<file path="src/rtl/hazard_ctrl_unit.sv">
// Pipeline hazard controller: load-use stall FSM, memory-busy freeze,
// taken-branch flush and a saturating stall-cycle counter.
//
// Ports:
//   clk, reset          : core clock, synchronous active-high reset
//   id_ex_mem_read/_rt  : load in EX and its destination register
//   if_id_rs/_rt        : ID source registers
//   if_id_uses_rt       : ID instruction reads rt
//   ex_branch_taken     : taken branch/jump resolved in EX
//   mem_req/mem_ready   : data memory access in flight / completing
//   stall_cnt_clr       : clears stall_cycles
//   pc_write            : PC advances
//   if_id_write         : IF/ID advances
//   id_ex_bubble        : zero controls into ID/EX
//   if_id_flush         : IF/ID loads a NOP
//   pipe_freeze         : ID/EX, EX/MEM, MEM/WB hold
//   stall_cycles        : saturating count of cycles with pc_write==0
module hazard_ctrl_unit #(
  parameter int REG_ADDR_W      = 5,
  parameter int LOAD_USE_STALLS = 1,
  parameter int STALL_CNT_W     = 16
) (
  input  logic                   clk,
  input  logic                   reset,
  input  logic                   id_ex_mem_read,
  input  logic [REG_ADDR_W-1:0]  id_ex_rt,
  input  logic [REG_ADDR_W-1:0]  if_id_rs,
  input  logic [REG_ADDR_W-1:0]  if_id_rt,
  input  logic                   if_id_uses_rt,
  input  logic                   ex_branch_taken,
  input  logic                   mem_req,
  input  logic                   mem_ready,
  input  logic                   stall_cnt_clr,
  output logic                   pc_write,
  output logic                   if_id_write,
  output logic                   id_ex_bubble,
  output logic                   if_id_flush,
  output logic                   pipe_freeze,
  output logic [STALL_CNT_W-1:0] stall_cycles
);

  typedef enum logic {
    RUN,
    LSTALL
  } state_e;

  // Bubbles still owed after the first one, which is issued from RUN.
  localparam logic [2:0] CNT_INIT = 3'(LOAD_USE_STALLS - 1);
  localparam bit         MULTI    = (LOAD_USE_STALLS > 1);

  state_e                 state_q, state_d;
  logic [2:0]             cnt_q, cnt_d;
  logic [STALL_CNT_W-1:0] stall_cycles_q, stall_cycles_d;

  logic hazard;
  logic mem_wait;

  assign hazard = id_ex_mem_read
               && (id_ex_rt != '0)
               && ((id_ex_rt == if_id_rs)
                || (if_id_uses_rt && (id_ex_rt == if_id_rt)));

  assign mem_wait = mem_req && !mem_ready;

  always_comb begin
    state_d      = state_q;
    cnt_d        = cnt_q;
    pc_write     = 1'b1;
    if_id_write  = 1'b1;
    id_ex_bubble = 1'b0;
    if_id_flush  = 1'b0;
    pipe_freeze  = 1'b0;

    if (reset) begin
      pc_write     = 1'b0;
      if_id_write  = 1'b0;
      id_ex_bubble = 1'b1;
      state_d      = RUN;
      cnt_d        = '0;
    end else if (mem_wait) begin
      // Whole pipe holds; any pending stall resumes afterwards.
      pc_write    = 1'b0;
      if_id_write = 1'b0;
      pipe_freeze = 1'b1;
    end else if (ex_branch_taken) begin
      // Dependent ID instruction is wrong-path: drop the stall.
      if_id_flush  = 1'b1;
      id_ex_bubble = 1'b1;
      state_d      = RUN;
      cnt_d        = '0;
    end else if (state_q == LSTALL) begin
      pc_write     = 1'b0;
      if_id_write  = 1'b0;
      id_ex_bubble = 1'b1;
      if (cnt_q <= 3'd1) begin
        state_d = RUN;
        cnt_d   = '0;
      end else begin
        cnt_d = cnt_q - 3'd1;
      end
    end else if (hazard) begin
      pc_write     = 1'b0;
      if_id_write  = 1'b0;
      id_ex_bubble = 1'b1;
      if (MULTI) begin
        state_d = LSTALL;
        cnt_d   = CNT_INIT;
      end
    end
  end

  always_comb begin
    stall_cycles_d = stall_cycles_q;
    if (stall_cnt_clr) begin
      stall_cycles_d = '0;
    end else if (!pc_write && (stall_cycles_q != '1)) begin
      stall_cycles_d = stall_cycles_q + 1'b1;
    end
  end

  always_ff @(posedge clk) begin
    if (reset) begin
      state_q        <= RUN;
      cnt_q          <= '0;
      stall_cycles_q <= '0;
    end else begin
      state_q        <= state_d;
      cnt_q          <= cnt_d;
      stall_cycles_q <= stall_cycles_d;
    end
  end

  assign stall_cycles = stall_cycles_q;

endmodule
</file>
<file path="config.mk">
export PLATFORM = sky130hd
export DESIGN_NAME = hazard_ctrl_unit
export DESIGN_NICKNAME = d
export VERILOG_FILES = /design/src/rtl/hazard_ctrl_unit.sv
export SDC_FILE = /design/constraint.sdc
export NUM_CORES = 1
export LEC_CHECK = 0
export ABC_AREA = 0
export CAP_MARGIN = 10
export CORE_MARGIN = 4
export CORE_UTILIZATION = 25
export CTS_BUF_LIST = sky130_fd_sc_hd__clkbuf_2
export DETAILED_ROUTE_END_ITERATION = 10
export MAX_ROUTING_LAYER = met4
export PLACE_DENSITY = 0.48
export SLEW_MARGIN = 20
export SYNTH_ARGS = -nofsm -noshare
export SYNTH_HDL_FRONTEND = slang
export SYNTH_SLANG_ARGS = --single-unit
</file>
<file path="constraint.sdc">
create_clock -name clk -period 4.7 [get_ports clk]
set_input_delay 0.705 -clock clk [delete_from_list [all_inputs] [get_ports clk]]
set_output_delay 0.705 -clock clk [all_outputs]
set_load 0.02 [all_outputs]
</file>
==> results of run 1 <==
[final timing paths]
check	start	end	slack [ns]	cells after the start
max	id_ex_rt[1]	id_ex_bubble	1.02	7
max reg2reg	stall_cycles[7]$_SDFFE_PP0P_	stall_cycles[14]$_SDFFE_PP0P_	2.47	6
min	cnt_q[2]$_SDFFE_PP0P_	cnt_q[2]$_SDFFE_PP0P_	0.52	2
min reg2reg	cnt_q[2]$_SDFFE_PP0P_	cnt_q[2]$_SDFFE_PP0P_	0.52	2
[kinds of logic (layout without fill, tap and decap cells)]
| logic type | Yosys count | count (layout) | synth area share, % |
|---|---|---|---|
| AND/OR/NAND/NOR | 72 | 72 | 33.9 |
| XOR/XNOR | 10 | 10 | 6.81 |
| AO/OA/AOI/OAI | 42 | 42 | 19.4 |
| buffers and inverters | 13 | 53 | 5.93 |
| flip-flops | 20 | 20 | 31.1 |
| adder cells (fa/ha/maj) | 3 | 3 | 2.92 |
[registers in the layout, summed over array words and instances (netlist names)]
signal,cells
stall_cycles,16
cnt_q,3
state_q,1
[synth_stat cells, drive strengths merged]
cell type and count:
ha 3, dfxtp 20, xnor2 4, nand3 9, and2 2, buf 5
nor3b 2, nor3 4, inv 5, o21ai 15, or4 5, nor4 1
xor2 6, or2b 1, or3 11, o211ai 3, nand4 7, o31ai 2
nor2b 1, a21oi 16, o21bai 2, nand2 11, and3 6, clkbuf 3
a22oi 1, nor2 7, o21a 1, o221a 1, or2 1, and4 4
a31oi 1
[metal layers]
| layer | GRT usage [%] | up-vias | wire (µm) |
|---|---|---|---|
| met5 | - | - | 0 |
| met4 | 5.24 | 0 | 54 |
| met3 | 2.14 | 4 | 229 |
| met2 | 19.5 | 43 | 1670 |
| met1 | 13.7 | 627 | 1610 |
| li1 | - | 676 | - |
[power by group through the flow]
| stage | clock [mW] | sequential (mW) | combinational (mW) |
|---|---|---|---|
| 4_1_cts | 0.0790 | 0.171 | 0.0687 |
| 5_1_grt | 0.0894 | 0.172 | 0.0743 |
| 6_report | 0.0792 | 0.171 | 0.0679 |
| 2_1_floorplan | 0 | 0.175 | 0.0370 |
| 3_5_place_dp | 0 | 0.175 | 0.0685 |
| 3_3_place_gp | 0 | 0.175 | 0.0673 |
[stage by stage]
| stage | utilization (%) | hold WS, ns | std cells | setup slack (ns) |
|---|---|---|---|---|
| 2_1_floorplan | - | 0.457 | 160 | 2.01 |
| 3_3_place_gp | 36.1 | 0.467 | 263 | 1.08 |
| 3_5_place_dp | 36.1 | 0.486 | 263 | 1.03 |
| 4_1_cts | 36.5 | 0.514 | 267 | 1.01 |
| 5_1_grt | 36.5 | 0.555 | 267 | 0.842 |
| 6_report | 36.5 | 0.518 | 267 | 1.02 |
[worst max-delay path, cell delays in order]
cell,delay (ns)
clkdlybuf4s50_1,0.46
or4_1,0.55
o21ai_2,0.19
o21bai_1,0.19
nor3b_1,0.23
o21ai_0,0.10
clkdlybuf4s50_1,0.54
[cell type report]
type	instances	area (µm²)	area share, %
Inverter	5	18.8	1.06
Tap cell	67	83.8	4.74
Sequential cell	20	400	22.6
Multi-Input combinational cell	127	810	45.8
Clock buffer	3	15.0	0.849
Timing Repair Buffer	44	438	24.8
Clock inverter	1	3.75	0.212
==> impl_metrics.csv, run 1 <==
group,metric,value,unit
status,status,"completed",
worst_setup_path,start_kind,"input pin",
die,start_util,26.5,%
power_and_ir_drop,power,0.318,mW
routing,drt_first_pass_iters,4,
synthesis,yosysTopAreaCellShare,31.1,%
routing,routedWlPerCell,13.4,µm
routing,drcViolationCount,0,
placed_design,io_buffers,43,
run,cap_violations,0,
clock_tree,cts_resized,0,
timing,grt_setup_unrepaired,"false",
worst_setup_path,end_kind,"output port",
global_route,grt_pass1_wl,5.75,mm
power_and_ir_drop,ir_worst_vdd,0.0603,mV
power_and_ir_drop,power.share.sequential,53.8,%
hold_path,min_path_type,"reg2reg",
timing,worst_pin_slew,0.843,ns
timing,fmax,272,MHz
power_and_ir_drop,pwr-share-clk,24.9,%
timing,setup_violations,0,
power_and_ir_drop,pwr-share-comb,21.3,%
worst_setup_path,cp_max_fo,3,
finish,num_antenna_cells,0,
synthesis,ys_types,40,
die,die_y,79.7,µm
synthesis,synth_area,1290,µm²
routing,via_per_inst,5.06,
finish,syn2layout_area_growth,37.5,%
die,die-area,6360,µm²
clock_tree,cts_made_buffers,3,
clock_tree,post_cts_buffers,0,
timing,skew,0.0398,ns
worst_setup_path,cp_data_arrival_time,2.98,ns
synthesis,ys_seq_area_share,31.1,%
clock_tree,cts_hold_buffers,0,
worst_setup_path,critPathRequiredTime,3.99,ns
global_route,grt_max_degree,32,
power_and_ir_drop,internal-power,0.222,mW
synthesis,netlist_top_cells_area,"dfxtp_1 31%, a21oi_1 6.2%, or3_1 5.4%",
global_route,grt_pass1_vias,1283,
synthesis,avgSynthCellArea,8.04,µm²
clock_tree,cts_tree,"built",
timing,hold_viol_final,0,
routing,vias,1350,
timing,drv_slew,0,
clock_tree,path_clk_slew,0.19,ns
power_and_ir_drop,switchingPower,0.0960,mW
synthesis,synth-seq-cells,20,
global_route,grt_overflow,0,
finish,nets,227,
die,io-pin-count,44,
placed_design,hpwl,2.74,mm
power_and_ir_drop,leakage,0.615,nW
finish,mostFrequentLayoutCell,"clkdlybuf4s50_1",
finish,layout_common_cells,"43 x clkdlybuf4s50_1, 20 x dfxtp_1, 16 x a21oi_1",
synthesis,yosys_warnings,0,
finish,n_fill_cell,504,
synthesis,syn_nets,186,
power_and_ir_drop,powerDensity,180,nW/µm²
clock_tree,cts_max_level,1,
synthesis,yosys.area.top_type,"dfxtp_1",
power_and_ir_drop,switching_share,30.2,%
clock_tree,clockBufferDepth,2,
clock_tree,cts_sinks,20,
placed_design,place_area,1750,µm²
timing,slew_headroom,43.8,%
timing,finalSetupTns,0,ns
routing,ant_nets,0,
finish,stdcell_area,1770,µm²
clock_tree,cts-root-buf,"clkbuf_2",
routing,finalWirelength,3.57,mm
placed_design,gp_congestion,0.779,
global_route,grtUsageTotal,11.7,%
global_route,antenna_found_initial,0,
timing,finalCriticalPeriod,3.68,ns
finish,drive_gt1_share,5.50,%
synthesis,synthCells,160,
die,die_x,79.7,µm
timing,period_share,78.4,%
clock_tree,insertion_delay,0.35,ns
die,core_area,4850,µm²
worst_setup_path,critPathKind,"in2out",
routing,drt_iter0_markers,66,
die,num_rows,25,
(Power assumes the default switching activity.)
==> run 2: changes to the inputs <==
==> constraint.sdc (replaced) <==
create_clock -name clk -period 3.6 [get_ports clk]
set_input_delay 0.54 -clock clk [delete_from_list [all_inputs] [get_ports clk]]
set_output_delay 0.54 -clock clk [all_outputs]
set_load 0.02 [all_outputs]
==> run 2 against run 1 <==
Net effect:
- combinational power grew 34%
- die area is the same
- critical path type unchanged
- clock skew shrank 0.026 ns
- first-iteration DRC count grew 42%
==> impl_metrics.csv, run 2 (synthesis results as in run 1) <==
group,metric,value,unit
worst_setup_path,r2r-start,"stall_cycles[0]$_SDFFE_PP0P_",
worst_setup_path,cp_num_buf_inv,2,
finish,n_fill_cell,503,
clock_tree,clockBufferDepth,2,
status,status,"completed",
clock_tree,cts_sinks,20,
placed_design,gp_congestion,0.794,
routing,routedWlPerCell,13.1,µm
worst_setup_path,r2r_end,"stall_cycles[14]$_SDFFE_PP0P_",
finish,largest_reg_flops,16,
timing,drv_slew,0,
timing,slew_headroom,41.2,%
worst_setup_path,critPathRequiredTime,3.06,ns
finish,regArea,400,µm²
timing,finalSetupTns,0,ns
clock_tree,insertion_delay,0.34,ns
hold_path,hold_end,"cnt_q[2]$_SDFFE_PP0P_",
placed_design,io_buffers,43,
clock_tree,cts_hold_buffers,0,
hold_path,min_path_type,"reg2reg",
global_route,grt_pass1_vias,1224,
die,die-area,6360,µm²
worst_setup_path,critical_path.top_delay_family,"buffers and inverters",
worst_setup_path,cp_data_arrival_time,2.78,ns
die,start_util,26.5,%
hold_path,worstHoldStart,"cnt_q[2]$_SDFFE_PP0P_",
worst_setup_path,critPathLaunch,"id_ex_rt[2]",
finish,drive_gt1_share,6.44,%
routing,vias,1349,
finish,layout_common_cells,"43 x clkdlybuf4s50_1, 20 x dfxtp_1, 16 x a21oi_1",
worst_setup_path,end_kind,"output port",
timing,grt_setup_unrepaired,"false",
global_route,grt_max_degree,32,
worst_setup_path,critPathKind,"in2out",
die,io-pin-count,44,
placed_design,hpwl,2.70,mm
power_and_ir_drop,power,0.417,mW
clock_tree,post_cts_buffers,0,
timing,skew,0.0142,ns
power_and_ir_drop,leakage,0.624,nW
timing,finalCriticalPeriod,3.32,ns
timing,setup_violations,0,
run,cap_violations,0,
power_and_ir_drop,powerDensity,234,nW/µm²
timing,period_share,92.2,%
routing,ant_nets,0,
worst_setup_path,worstPathCellList,"clkdlybuf4s50_1 -> or4_1 -> o21ai_2 -> o21bai_1 -> nor3b_1 -> o21ai_0 -> clkdlybuf4s50_1",
finish,syn2layout_area_growth,38.7,%
routing,via_per_inst,5.01,
clock_tree,cts_resized,0,
clock_tree,path_clk_slew,0.22,ns
die,die_y,79.7,µm
clock_tree,cts_max_level,1,
finish,mostFrequentLayoutCell,"clkdlybuf4s50_1",
global_route,antenna_found_initial,0,
worst_setup_path,reg2reg_depth,6,
finish,nets,229,
timing,fmax,301,MHz
global_route,grtUsageTotal,11.3,%
timing,worst_pin_slew,0.882,ns
clock_tree,cts_made_buffers,3,
timing,hold_viol_final,0,
die,num_rows,25,
global_route,grt_pass1_wl,5.59,mm
power_and_ir_drop,ir_worst_vdd,0.0860,mV
die,core_area,4850,µm²
placed_design,pre_cts_slack,0.254,ns
worst_setup_path,cp_max_fo,3,
finish,num_antenna_cells,0,
worst_setup_path,cp_common_cell,"clkdlybuf4s50_1",
hold_path,min_path_cells,2,
finish,multi_input_area,810,µm²
routing,drcViolationCount,0,
worst_setup_path,rrSetupSlack,1.48,ns
worst_setup_path,start_kind,"input pin",
timing,worst_slack,0.279,ns
global_route,grt_overflow,0,
routing,finalWirelength,3.52,mm
worst_setup_path,max_stage_delay,0.55,ns
worst_setup_path,critPathSlowestCell,"clkdlybuf4s50_1",
clock_tree,cts-root-buf,"clkbuf_2",
routing,drt_iter0_markers,94,
clock_tree,cts_tree,"built",
die,die_x,79.7,µm
routing,drt_first_pass_iters,4,
-- run 2: stage by stage --
stage	area, µm²	hold slack (ns)	std cells	util (%)
finish	1780	0.511	269	36.8
global route	1780	0.526	269	36.8
CTS	1780	0.504	269	36.8
detailed placement	1770	0.478	265	36.4
global placement	1770	0.469	265	36.4
floorplan	1290	0.457	160	-
-- run 2: worst max-delay path by stage --
stage | to | depth (start not counted)
5_1_grt | id_ex_bubble | 7
4_1_cts | id_ex_bubble | 7
3_3_place_gp | id_ex_bubble | 7
6_report | id_ex_bubble | 7
3_5_place_dp | id_ex_bubble | 7
2_1_floorplan | pc_write | 6
-- run 2: worst min-delay path, delay by kind of cell (launching register included) --
family	cells	cell delay, ns
flops	1	0.37
compound gates	2	0.13
-- run 2: power breakdown --
| part | total [mW] | switching, mW | internal (mW) |
|---|---|---|---|
| combinational | 0.0909 | 0.0460 | 0.0449 |
| clock | 0.103 | 0.0785 | 0.0242 |
| sequential | 0.224 | 0.000927 | 0.223 |
| total | 0.417 | 0.125 | 0.292 |
-- run 2: layout make-up --
cell class	instances	area share, %
Tap cell	67	4.70
Timing Repair Buffer	46	25.4
Clock buffer	3	0.842
Multi-Input combinational cell	127	45.4
Sequential cell	20	22.4
Inverter	5	1.05
Clock inverter	1	0.210
-- run 2: per-layer routing --
layer / share of wire (%) / track usage, % / vias to the layer above
met5: 0 / - / -
met3: 5.0 / 1.47 / 5
met4: 1.6 / 4.05 / 0
met1: 45 / 14.1 / 628
li1: - / - / 677
met2: 48 / 18.7 / 39
==> run 3: changes to the inputs <==
--- a/config.mk
+++ b/config.mk
@@ -11,6 +11,7 @@
 export CORE_UTILIZATION = 25
 export CTS_BUF_LIST = sky130_fd_sc_hd__clkbuf_2
 export DETAILED_ROUTE_END_ITERATION = 10
+export GPL_ROUTABILITY_DRIVEN = 0
 export MAX_ROUTING_LAYER = met4
 export PLACE_DENSITY = 0.48
 export SLEW_MARGIN = 20
==> results of run 3 <==
The final DEF is identical to that of run 2; final timing and power are the same.
